--- src/rtl/sar_logic_ctrl.sv ---
// sar_logic_ctrl -- successive-approximation controller for a SAR ADC.
//   Drives the S/H switch and the capacitive-DAC trial code, and resolves one
//   result bit per comparator decision, MSB first.
//   Optional feature macro: SAR_OFFSET_TRIM_EN (adds offset_i; the result is
//   clamp(code - offset, 0, 2^NBITS-1)).
// Ports:
//   clk_i        clock
//   reset_i      synchronous active-high reset
//   start_i      request one conversion (honoured only in IDLE)
//   cont_mode_i  restart automatically after each conversion
//   comp_in_i    comparator, 1 = Vin >= Vdac(dac_code_o)
//   offset_i     signed trim (only with SAR_OFFSET_TRIM_EN)
//   sample_o     S/H switch, high in SAMPLE
//   dac_code_o   trial code to the DAC
//   busy_o       high in SAMPLE/SETTLE/DECIDE
//   result_o     last completed conversion
//   conv_done_o  one-cycle pulse, result_o valid in the same cycle
module sar_logic_ctrl #(
  parameter int NBITS         = 8,
  parameter int SAMPLE_CYCLES = 2,
  parameter int SETTLE_CYCLES = 1
) (
  input  logic             clk_i,
  input  logic             reset_i,
  input  logic             start_i,
  input  logic             cont_mode_i,
  input  logic             comp_in_i,
`ifdef SAR_OFFSET_TRIM_EN
  input  logic [NBITS-1:0] offset_i,
`endif
  output logic             sample_o,
  output logic [NBITS-1:0] dac_code_o,
  output logic             busy_o,
  output logic [NBITS-1:0] result_o,
  output logic             conv_done_o
);

  localparam int CNT_MAX = (SAMPLE_CYCLES > SETTLE_CYCLES) ? SAMPLE_CYCLES : SETTLE_CYCLES;
  localparam int CW      = (CNT_MAX < 2) ? 1 : $clog2(CNT_MAX);
  localparam int IW      = $clog2(NBITS);
  localparam logic [CW-1:0] SAMP_LAST = CW'(SAMPLE_CYCLES - 1);
  localparam logic [CW-1:0] SETL_LAST = CW'((SETTLE_CYCLES > 0) ? SETTLE_CYCLES - 1 : 0);
  localparam logic [IW-1:0] MSB_IDX   = IW'(NBITS - 1);

  typedef enum logic [2:0] {
    S_IDLE, S_SAMPLE, S_SETTLE, S_DECIDE, S_DONE
  } state_e;

  state_e           state_q, state_d;
  logic [CW-1:0]    cnt_q, cnt_d;
  logic [IW-1:0]    idx_q, idx_d;
  logic [NBITS-1:0] dac_q, dac_d;
  logic [NBITS-1:0] res_q, res_d;
  logic [NBITS-1:0] dec_code;   // trial code with the current bit resolved
  logic [NBITS-1:0] res_val;    // value loaded into result on entering DONE

  always_comb begin
    dec_code        = dac_q;
    dec_code[idx_q] = comp_in_i;
  end

`ifdef SAR_OFFSET_TRIM_EN
  // Two guard bits cover both underflow below 0 and overflow past full scale.
  logic signed [NBITS+1:0] diff;
  always_comb begin
    diff = $signed({2'b00, dec_code}) - $signed({{2{offset_i[NBITS-1]}}, offset_i});
    if (diff < 0)
      res_val = '0;
    else if (diff > $signed({2'b00, {NBITS{1'b1}}}))
      res_val = '1;
    else
      res_val = diff[NBITS-1:0];
  end
`else
  assign res_val = dec_code;
`endif

  always_comb begin
    state_d = state_q;
    cnt_d   = cnt_q;
    idx_d   = idx_q;
    dac_d   = dac_q;
    res_d   = res_q;
    case (state_q)
      S_IDLE: begin
        if (start_i) begin
          state_d = S_SAMPLE;
          cnt_d   = '0;
          dac_d   = '0;
        end
      end
      S_SAMPLE: begin
        if (cnt_q == SAMP_LAST) begin
          cnt_d        = '0;
          idx_d        = MSB_IDX;
          dac_d        = '0;
          dac_d[MSB_IDX] = 1'b1;
          state_d      = (SETTLE_CYCLES == 0) ? S_DECIDE : S_SETTLE;
        end else begin
          cnt_d = cnt_q + CW'(1);
        end
      end
      S_SETTLE: begin
        if (cnt_q == SETL_LAST) begin
          cnt_d   = '0;
          state_d = S_DECIDE;
        end else begin
          cnt_d = cnt_q + CW'(1);
        end
      end
      S_DECIDE: begin
        dac_d = dec_code;
        if (idx_q != '0) begin
          // Next trial bit is set in the same update that resolves this one.
          dac_d[idx_q - IW'(1)] = 1'b1;
          idx_d   = idx_q - IW'(1);
          state_d = (SETTLE_CYCLES == 0) ? S_DECIDE : S_SETTLE;
        end else begin
          res_d   = res_val;
          state_d = S_DONE;
        end
      end
      S_DONE: begin
        if (cont_mode_i) begin
          state_d = S_SAMPLE;
          cnt_d   = '0;
          dac_d   = '0;
        end else begin
          state_d = S_IDLE;
        end
      end
      default: state_d = S_IDLE;
    endcase
  end

  always_ff @(posedge clk_i) begin
    if (reset_i) begin
      state_q <= S_IDLE;
      cnt_q   <= '0;
      idx_q   <= '0;
      dac_q   <= '0;
      res_q   <= '0;
    end else begin
      state_q <= state_d;
      cnt_q   <= cnt_d;
      idx_q   <= idx_d;
      dac_q   <= dac_d;
      res_q   <= res_d;
    end
  end

  assign sample_o    = (state_q == S_SAMPLE);
  assign busy_o      = (state_q == S_SAMPLE) || (state_q == S_SETTLE) || (state_q == S_DECIDE);
  assign conv_done_o = (state_q == S_DONE);
  assign dac_code_o  = dac_q;
  assign result_o    = res_q;

endmodule

--- config.mk ---
export PLATFORM = sky130hd
export DESIGN_NAME = sar_logic_ctrl
export DESIGN_NICKNAME = d
export VERILOG_FILES = /design/src/rtl/sar_logic_ctrl.sv
export SDC_FILE = /design/constraint.sdc
export NUM_CORES = 1
export LEC_CHECK = 0
export CORE_MARGIN = 3
export CORE_UTILIZATION = 66
export CTS_CLUSTER_DIAMETER = 80
export DETAILED_ROUTE_END_ITERATION = 7
export DONT_BUFFER_PORTS = 1
export MAX_ROUTING_LAYER = met4
export PLACE_DENSITY = 0.94
export SYNTH_ARGS = -nofsm -noshare
export SYNTH_HDL_FRONTEND = slang
export SYNTH_SLANG_ARGS = --single-unit
--- constraint.sdc ---
create_clock -name clk_i -period 3.2 [get_ports clk_i]
set_clock_uncertainty 0.05 [all_clocks]
set_input_delay 0.8 -clock clk_i [delete_from_list [all_inputs] [get_ports clk_i]]
set_output_delay 0.8 -clock clk_i [all_outputs]
set_load 0.005 [all_outputs]
* Word-level counts from Yosys, hierarchy flattened
Cells that the tools add are included. W data, S select, Z words.
Word-level totals: output and inout port bits 19, register bits 23
Cells by class: $lt $le $gt $ge 4, reductions and logical operators 14, muxes and demuxes 24, add/subtract/negate cells 2, bitwise gates (word level) 2, eq/ne operators 9
Operator list (number):
- $mux W8 | 4
- $pmux W8 S4 | 1
- $mux W3 | 6
- $pmux W3 S5 | 1
- $reduce_and A3 Y1 | 3
- $bwmux W8 | 1
- $lt A3 B4 Y1 const B | 2
- $ne A2 B2 Y1 const B | 4
- $or A8 B8 Y8 | 1
- $reduce_bool A4 Y1 | 2
- $mux W1 | 7
- $demux W1 S3 | 2
- $eq A3 B2 Y1 const B | 2
- $ge A3 B1 Y1 const B | 2
- $pmux W3 S2 | 1
- $pmux W1 S4 | 1
- $reduce_and A4 Y1 | 1
- $eq A3 B1 Y1 const B | 1
- $eq A3 B3 Y1 const B | 1
- $logic_not A3 Y1 | 1
- $reduce_bool A3 Y1 | 1
- $sub A3 B1 Y3 const B | 1
- $logic_and A1 B1 Y1 | 2
- $logic_or A1 B1 Y1 | 2
- 5 further kinds | 5

* Logic depth before layout (Yosys ltp)
Gate-level depths: netlist of run 1.
depth in word-level cells 8, gate-level depth with buffers 9, mapped depth without buffers 6

* Least setup slack after synthesis of run 1
OpenSTA, ideal clock, no wires.
path kind reg-to-reg, from reg idx_q[0], to reg res_q[0], in the netlist result_o[0], arrival time 1548 ps, required time 3014 ps, path slack 1466 ps, stages on the path, launching flop included 10, clock period less this slack 1734 ps, cells stage by stage dfxtp_1 > buf_4 > inv_1 > ha_1 > nor2b_2 > nor2b_2 > buf_4 > buf_8 > nor2_2 > a211oi_2
On the way: word-level cells in the longest chain between the ends 5
Ends and longest elaborated chain:
- start, declared | RTL line 51 | logic [IW-1:0] idx_q, idx_d;
- start signal, assigned | RTL line 146 | idx_q <= idx_d;
- $lt A3 B4 Y1 (not written as such) / $ge A3 B1 Y1 (equally long branches) | RTL line 59 | dec_code[idx_q] = comp_in_i;
- $logic_and A1 B1 Y1 (not written as such) | RTL line 59
- $mux W1 (not written as such) | RTL line 59
- $demux W1 S3 | RTL line 59
- $bwmux W8 | RTL line 59
- end signal, assigned | RTL line 148 | res_q <= res_d;
- end, declared | RTL line 53 | logic [NBITS-1:0] res_q, res_d;
Parallel ways exist; a longest one is shown, timed or not. A chain may end at the register's enable or synchronous reset.

* Worst setup path in the final report of run 1
from reg state_q[0], to out sample_o
On the way: word-level cells in the longest chain between the ends 1
Ends and longest elaborated chain:
- start, declared | RTL line 49 | state_e state_q, state_d;
- start signal, assigned | RTL line 144 | state_q <= state_d;
- $eq A3 B1 Y1 | RTL line 152 | assign sample_o = (state_q == S_SAMPLE);
- end, declared | RTL line 31 | output logic sample_o,
No other way between the ends.

==> run_results.csv, run 1 <==
group,metric,value,unit
run_status,status,"completed",
worst_setup_path,start_kind,"flop",
power,irDropWorstVdd,0.2947,mV
global_route,use_met2,37.00,%
power,power_density,416.9,nW/um^2
layout,syn2layout_area_growth,-1.097,%
route,first_iter_violations,36,
placement,globalplace.congestion,0.8553,
die,start_util,71.13,%
global_route,grt-ovfl-total,0,
layout,final_common_cell,"dfxtp_1",
route,num_vias,1008,
route,wl,2554,um
timing,slew_viol_final,0,
worst_setup_path,cp_max_fo,14,
worst_setup_path,arrival,1.34,ns
synthesis,synth-edff-count,0,
timing,setup_viol,0,
die,fp.dieW,49.61,um
die,rows,15,
min_path,hold_end,"result_o[3]$_SDFFE_PP0P_",
min_path,min_from,"result_o[3]$_SDFFE_PP0P_",
global_route,grt_first_pass_wirelength,4298,um
layout,mostFrequentLayoutCells,"dfxtp_1 (23), nor2_1 (14), mux2i_1 (11)",
worst_setup_path,cp_cell_sequence,"nand2b_1, nor2_1",
timing,rsz0062_at_grt,"no",
placement,io_buffers,0,
timing,finalSetupTns,0,ns
clocking,cts_tree,"yes",
route,wire_per_inst,16.37,um
global_route,grt_pass1_vias,955,
global_route,grt.total_usage,23.18,%
clocking,postCtsHoldBufs,0,
synthesis,synth_nets,145,
clocking,cts_max_level,1,
timing,fmax,455.6,MHz
synthesis,syn_area,1255,um^2
die,die_height,49.61,um
layout,fin_nets,139,
layout,n_antenna_cell,0,
worst_setup_path,cpPeakStageDelay,0.64,ns
die,dieArea,2461,um^2
synthesis,ys.warnings.count,0,
worst_setup_path,crit_buf_inv,0,
clocking,postCtsSetupBuffers,0,
min_path,min_path_cells,2,
route,drt_pass1_iterations,4,
global_route,antenna_found_initial,0,
clocking,numCtsBuffers,3,
worst_setup_path,crit_type,"reg2out",
worst_setup_path,crit_family,"flip-flops",
worst_setup_path,timing.rr.start,"idx_q[0]$_SDFFE_PP0P_",
synthesis,yosys.cell_types.count,37,
synthesis,synth_ff_type,"dfxtp_1",
worst_setup_path,rrSetupSlack,1.01,ns
clocking,cts_resized,0,
route,ant_nets,0,
worst_setup_path,worstReg2RegEnd,"result_o[6]$_SDFFE_PP0P_",
global_route,grt_start_max_net_pins,20,
die,core_area,1764,um^2
synthesis,yosysSeqAreaShare,36.69,%
clocking,clockBufferDepth,2,
clocking,root_buffer,"clkbuf_4",
worst_setup_path,critical_path_required,2.35,ns
power,p_leak,0.0004448,uW
global_route,grt_use_met1,26.78,%
flow_run,cap_violations,0,
synthesis,syn_avg_cell_area,9.094,um^2
timing,finalCritPeriodShare,68.59,%
route,post-route-drc-count,0,
worst_setup_path,worst_r2r_path_depth,6,
placement,post-dp-hpwl,1834,um
min_path,holdCritPathClass,"reg2reg",
clocking,clock-sinks,23,
clocking,clk_pin_slew_worst_paths,0.12,ns
synthesis,synthArstFlopShare,0,%
worst_setup_path,slowest_stage,"dfxtp_1",
clocking,clock_latency,0.31,ns
timing,worstMarginPinSlew,0.6843,ns
route,via_per_inst,6.462,
die,io_pins,24,
timing,relSlewSlack,54.17,%
global_route,met3_usage,5.740,%
power,finalPower,517.5,uW
synthesis,yosys_register_bits,23,
global_route,busiest_layer,"met2",
synthesis,postSynthCellCount,138,
layout,drive_gt1_share,13.74,%
worst_setup_path,worst_setup_path_end_kind,"primary output",
timing,finalHoldViolCount,0,
timing,min_period,2.195,ns
[cells by family (layout without fill, tap and decap cells)]
group                      count (synthesis)  in the layout  share of synthesized area [%]
AOI/OAI and AO/OA                         37             37                          22.24
muxes                                     11             11                          8.774
and+or+nand+nor                           51             51                          23.63
DFF                                       23             23                          36.69
adders and majority gates                  2              2                          1.994
buffers and inverters                     14              7                          6.679
[tightest hold or removal path, stage by stage, from the launching register on]
cell and delay [ns]:
dfxtp_1 0.35, nor2_1 0.10, a211oi_1 0.05
[how the worst max path moves through the flow]
| stage | from | end | slack [ns] | cells after the start |
|---|---|---|---|---|
| global route | idx_q[0]$_SDFFE_PP0P_ | result_o[3]$_SDFFE_PP0P_ | 0.78 | 6 |
| finish | state_q[0]$_SDFFE_PP0P_ | sample_o | 1.01 | 2 |
| global placement | idx_q[0]$_SDFFE_PP0P_ | result_o[4]$_SDFFE_PP0P_ | 1.19 | 6 |
| floorplan | idx_q[0]$_SDFFE_PP0P_ | result_o[0]$_SDFFE_PP0P_ | 1.47 | 9 |
| CTS | state_q[0]$_SDFFE_PP0P_ | sample_o | 0.99 | 2 |
| detailed placement | idx_q[0]$_SDFFE_PP0P_ | result_o[4]$_SDFFE_PP0P_ | 1.07 | 6 |
[cells in the mapped netlist, drive strengths merged (2+ instances only)]
master  count  share of area, %
nand2b      4               2.0
nand3       2              0.80
nor3        5               2.0
nor4        2               1.0
nand2       5               1.5
nor2       19               6.7
a211oi      9               7.0
nor2b       4               2.4
mux2i      11               8.8
dfxtp      23                37
nand3b      3               2.8
buf         8               4.9
a22o        7               4.9
nor3b       4               2.8
o21ai       9               3.6
a21oi       6               2.4
ha          2               2.0
clkbuf      3              0.90
inv         3              0.90
[metal layers]
metal  wire length [um]  vias up  share of wire [%]
li1                   -      484                  -
met1               1013      474                 40
met2               1301       44                 51
met3                183        6                7.2
met4                 56        0                2.2
met5                  0        -                  0
[through the flow]
stage,std cells,instance area [um^2],utilization (%),setup slack (ns),hold slack [ns]
2_1_floorplan,138,1255,-,1.466,0.4350
3_3_place_gp,152,1214,68.79,1.194,0.4561
3_5_place_dp,152,1214,68.79,1.070,0.4637
4_1_cts,156,1241,70.35,0.9936,0.4730
5_1_grt,156,1241,70.35,0.7764,0.4574
6_report,156,1241,70.35,1.005,0.4818
[registers in the layout (all words and copies together), names as in the netlist]
| register | cells |
|---|---|
| dac_code_o | 8 |
| result_o | 8 |
| idx_q | 3 |
| state_q | 3 |
| cnt_q | 1 |
[layout make-up]
cell class | instances | area, um^2
multi-input combinational | 101 | 710.7
clock inverter | 1 | 5.005
inverter | 3 | 11.26
sequential | 23 | 460.4
fill | 143 | 523.0
clock buffer | 3 | 22.52
tap | 25 | 31.28
[where the power goes]
part           switching, uW  internal, uW  total, uW
Sequential              20.3           294        314
Combinational           40.3          30.2       70.5
Clock                   86.2          46.7        133
Total                    147           371        517
Power figures use the tool's default switching activity.
==> inputs of run 2 (changes only) <==
- ABC_AREA: unset -> 1
- CORE_UTILIZATION: 66 -> 61
- PLACE_DENSITY: 0.94 -> 0.89
- clock period: 3.2 -> 2.1 ns (I/O delays scaled with it)
==> run_results.csv, run 2 <==
group,metric,value,unit
run_status,status,"completed",
route,wire_per_inst,15.35,um
placement,post-dp-hpwl,2405,um
timing,fmax,534.7,MHz
worst_setup_path,crit_family,"flip-flops",
worst_setup_path,cp_cell_sequence,"inv_1, nor2_1",
timing,worstMarginPinSlew,0.4836,ns
layout,n_fill_cell,159,
timing,slew_viol_final,0,
global_route,grt.total_usage,27.30,%
synthesis,synth_mux_area_share,0,%
route,drt_pass1_iterations,5,
synthesis,yosysMostFrequentCell,"nand2_1",
die,rows,15,
power,finalPower,1819,uW
worst_setup_path,cpPeakStageDelay,0.64,ns
placement,globalplace.congestion,0.9518,
global_route,grt-ovfl-total,0,
global_route,grt_pass1_vias,1228,
clocking,cts_tree,"yes",
die,die_height,51.52,um
placement,io_buffers,0,
flow_run,cap_violations,0,
worst_setup_path,critical_path_required,1.52,ns
timing,setup_viol,0,
synthesis,syn_area,1264,um^2
worst_setup_path,start_kind,"flop",
synthesis,synth_top_area_share,36.44,%
synthesis,yosys.cell_types.count,27,
layout,mostFrequentLayoutCells,"nand2_1 (45), o21ai_0 (26), dfxtp_1 (23)",
synthesis,yosys-top-cells-count,"nand2_1 (45), o21ai_0 (26), dfxtp_1 (23)",
global_route,grt_first_pass_wirelength,5319,um
layout,n_antenna_cell,0,
synthesis,synthSimpleGateAreaFrac,28.12,%
die,start_util,68.71,%
worst_setup_path,crit_buf_inv,1,
synthesis,syn_avg_cell_area,6.868,um^2
die,dieArea,2654,um^2
global_route,grt_start_max_net_pins,17,
timing,relSlewSlack,67.72,%
die,core_area,1839,um^2
timing,rsz0062_at_grt,"no",
synthesis,synth_nets,191,
route,post-route-drc-count,0,
worst_setup_path,cp_max_fo,8,
global_route,antenna_found_initial,0,
layout,syn2layout_area_growth,0.8909,%
synthesis,synth_ff_type,"dfxtp_1",
worst_setup_path,crit_type,"reg2out",
synthesis,ys.warnings.count,0,
route,ant_nets,0,
route,first_iter_violations,104,
clocking,cts_resized,0,
route,num_vias,1295,
clocking,clockBufferDepth,2,
layout,fin_nets,191,
synthesis,synth-compound-area-share,22.57,%
power,irDropWorstVdd,0.7391,mV
power,p_leak,0.0005646,uW
clocking,postCtsSetupBuffers,0,
clocking,numCtsBuffers,3,
clocking,root_buffer,"clkbuf_4",
synthesis,synthXorXnorAreaFrac,0,%
timing,finalHoldViolCount,0,
timing,finalCritPeriodShare,89.06,%
layout,area.sequential,460.4,um^2
route,via_per_inst,6.226,
synthesis,synthArstFlopShare,0,%
clocking,clk_pin_slew_worst_paths,0.12,ns
power,power_density,1427,nW/um^2
worst_setup_path,worst_setup_path_end_kind,"primary output",
layout,final_common_cell,"nand2_1",
layout,multi_input_area,665.6,um^2
clocking,cts_max_level,1,
layout,drive_gt1_share,8.197,%
min_path,holdCritPathClass,"in2reg",
synthesis,postSynthCellCount,184,
clocking,postCtsHoldBufs,0,
synthesis,synth_top_family_by_area,"simple AND/OR/NAND/NOR gates",
synthesis,yosysTopAreaCell,"dfxtp_1",
synthesis,yosys_register_bits,23,
die,fp.dieW,51.52,um
synthesis,yosysSeqAreaShare,36.44,%
timing,min_period,1.870,ns
timing,finalSetupTns,0,ns
synthesis,synth_adder_area_share,1.980,%
layout,stdcell_area,1275,um^2
clocking,clock_latency,0.32,ns
synthesis,yosys-top-cells-area,"dfxtp_1 (36%), nand2_1 (13%), o21ai_0 (10%)",
placement,placed_area,1249,um^2
worst_setup_path,slowest_stage,"dfxtp_1",
die,io_pins,24,
synthesis,synth-edff-count,0,
timing,whs,0.2055,ns
route,wl,3192,um
clocking,clock-sinks,23,
worst_setup_path,arrival,1.30,ns
==> run 2: kinds of logic (layout without fill, tap and decap cells) <==
logic type      Yosys count  in the layout
compound gates           54             54
fa+ha+maj                 2              2
buf+inv                  28             27
flops                    23             23
simple gates             77             77
==> run 2: routing by layer <==
layer,up-vias,GRT usage (%),wire length [um]
met5,-,-,0
met4,0,13.97,114
met3,19,7.736,396
met2,106,42.16,1401
met1,570,32.38,1279
li1,600,-,-
==> run 2: final cells by class <==
class                           instances  share of cell area (%)
Multi-Input combinational cell        133                   52.21
Inverter                               23                   7.164
Sequential cell                        23                   36.11
Clock buffer                            4                   2.061
Tap cell                               25                   2.453
==> run 2: through the flow <==
stage | util, % | cells | setup slack [ns]
after floorplan | - | 184 | 0.7062
after global placement | 67.89 | 204 | 0.5949
after detailed placement | 67.89 | 204 | 0.5015
after CTS | 69.32 | 208 | 0.2461
after global routing | 69.32 | 208 | 0.1763
final | 69.32 | 208 | 0.2298
==> run 2: power breakdown <==
part           leakage, uW  switching [uW]  total [uW]  internal, uW
sequential        0.000187             121         648           527
combinational     0.000362             700         963           263
clock            0.0000150             133         208          74.4
==> run 2: path summary, 6_finish.rpt <==
path / from / to / slack [ns] / depth (start not counted)
max: state_q[2]$_SDFFE_PP0P_ / conv_done_o / 0.23 / 2
min: reset_i / dac_code_o[3]$_SDFFE_PP0P_ / 0.21 / 1
max reg2reg: idx_q[0]$_SDFFE_PP0P_ / dac_code_o[7]$_SDFFE_PP0P_ / 0.37 / 9
min reg2reg: cnt_q$_SDFFE_PP0P_ / cnt_q$_SDFFE_PP0P_ / 0.46 / 2
==> inputs of run 3 (changes only) <==
- CORE_UTILIZATION: 61 -> 60
- GPL_TIMING_DRIVEN: unset -> 1
- PLACE_DENSITY: 0.89 -> 0.88
- SLEW_MARGIN: unset -> 20
==> run_results.csv, run 3 (synthesis gave the netlist of run 2 again) <==
group,metric,value,unit
die,dieArea,2693,um^2
placement,globalplace.congestion,0.9866,
global_route,antenna_found_initial,0,
global_route,grt_first_pass_wirelength,4664,um
timing,finalHoldViolCount,0,
flow_run,cap_violations,0,
global_route,grt-ovfl-total,0,
worst_setup_path,crit_type,"reg2out",
worst_setup_path,start_kind,"flop",
timing,finalCritPeriodShare,87.40,%
worst_setup_path,worstReg2RegEnd,"dac_code_o[6]$_SDFFE_PP0P_",
timing,worstMarginPinSlew,0.4619,ns
layout,drive_gt1_share,8.743,%
layout,fin_nets,191,
die,die_height,51.90,um
clocking,clock_latency,0.32,ns
timing,setup_viol,0,
layout,n_fill_cell,164,
route,post-route-drc-count,0,
die,io_pins,24,
layout,mostFrequentLayoutCells,"nand2_1 (45), o21ai_0 (26), dfxtp_1 (23)",
route,wire_per_inst,14.01,um
min_path,holdCritPathClass,"in2reg",
power,power_density,1396,nW/um^2
clocking,clock-sinks,23,
layout,final_common_cell,"nand2_1",
global_route,grt_pass1_vias,1062,
clocking,cts_tree,"yes",
clocking,numCtsBuffers,3,
clocking,postCtsSetupBuffers,0,
placement,post-dp-hpwl,2174,um
timing,slew_viol_final,0,
global_route,grt_start_max_net_pins,17,
power,p_leak,0.0005673,uW
clocking,postCtsHoldBufs,0,
worst_setup_path,cp-startpoint,"state_q[2]$_SDFFE_PP0P_",
worst_setup_path,arrival,1.26,ns
route,via_per_inst,5.803,
clocking,root_buffer,"clkbuf_4",
timing,finalSetupTns,0,ns
route,first_iter_violations,83,
power,power.share.sequential,36.0,%
die,fp.dieW,51.90,um
worst_setup_path,worstSetupEndpoint,"conv_done_o",
timing,relSlewSlack,69.16,%
power,irDropWorstVdd,0.8547,mV
power,swShare,51.65,%
min_path,min_from,"reset_i",
worst_setup_path,cp_max_fo,8,
clocking,cts_max_level,1,
power,internal_power,861.1,uW
route,drt_pass1_iterations,5,
die,rows,15,
timing,min_period,1.835,ns
power,p_switching,919.9,uW
layout,syn2layout_area_growth,0.9898,%
route,wl,2915,um
run_status,status,"completed",
layout,n_antenna_cell,0,
worst_setup_path,worst_r2r_path_depth,9,
clocking,cts_resized,0,
route,num_vias,1207,
clocking,clk_pin_slew_worst_paths,0.13,ns
timing,fmax,544.8,MHz
worst_setup_path,critical_path_required,1.52,ns
worst_setup_path,timing.rr.start,"idx_q[0]$_SDFFE_PP0P_",
clocking,clockBufferDepth,2,
worst_setup_path,rrSetupSlack,0.43,ns
power,finalPower,1781,uW
power,power_frac_clock,11.9,%
route,ant_nets,0,
die,core_area,1858,um^2
global_route,grt.total_usage,24.64,%
timing,rsz0062_at_grt,"no",
worst_setup_path,worst_setup_path_end_kind,"primary output",
die,start_util,68.01,%
power,combPwrFrac,52.1,%
placement,io_buffers,0,
[run 3: cell types whose count changed in the layout (fill, tap and decap cells not counted)]
cell | before | now
clkbuf_1 | 1 | 0
clkinv_2 | 0 | 1
[run 3: layer usage]
layer / track usage (%) / vias up / part of all wire [%]
li1: - / 600 / -
met1: 30.55 / 518 / 41
met3: 7.450 / 14 / 13
met5: - / - / 0
met2: 33.89 / 75 / 43
met4: 17.03 / 0 / 3.6
[run 3: per-stage QoR]
stage                     cell area (um^2)  hold slack (ns)  std cells  utilization (%)  setup slack (ns)
final                                 1276           0.1952        208            68.69            0.2646
after global routing                  1276           0.1724        208            68.69            0.1940
after global placement                1249           0.4355        204            67.21            0.5678
after detailed placement              1249           0.4451        204            67.21            0.5105
after floorplan                       1264           0.4135        184                -            0.7062
after CTS                             1276           0.1862        208            68.69            0.2695
[run 3: layout make-up]
type / count / area, um^2 / area share (%)
multi-input combinational: 133 / 665.6 / 52.16
sequential: 23 / 460.4 / 36.08
inverter: 23 / 91.34 / 7.157
tap: 25 / 31.28 / 2.451
clock buffer: 3 / 22.52 / 1.765
clock inverter: 1 / 5.005 / 0.3922
[run 3: worst max-delay path: stages (launching register included)]
cell	delay, ns
dfxtp_1	0.63
inv_1	0.14
nor2_1	0.16
[run 3: worst min path at each step]
stage,end,depth (start not counted)
floorplan,cnt_q$_SDFFE_PP0P_,2
global placement,dac_code_o[6]$_SDFFE_PP0P_,2
detailed placement,dac_code_o[4]$_SDFFE_PP0P_,2
CTS,state_q[0]$_SDFFE_PP0P_,1
global route,state_q[0]$_SDFFE_PP0P_,1
finish,state_q[0]$_SDFFE_PP0P_,1
[run 3: power groups by stage]
stage / registers [uW] / logic, uW / clock network [uW]
2_1_floorplan: 607 / 760 / 0
3_5_place_dp: 648 / 899 / 0
3_3_place_gp: 641 / 863 / 0
4_1_cts: 637 / 904 / 221
6_report: 641 / 928 / 211
5_1_grt: 653 / 1060 / 235
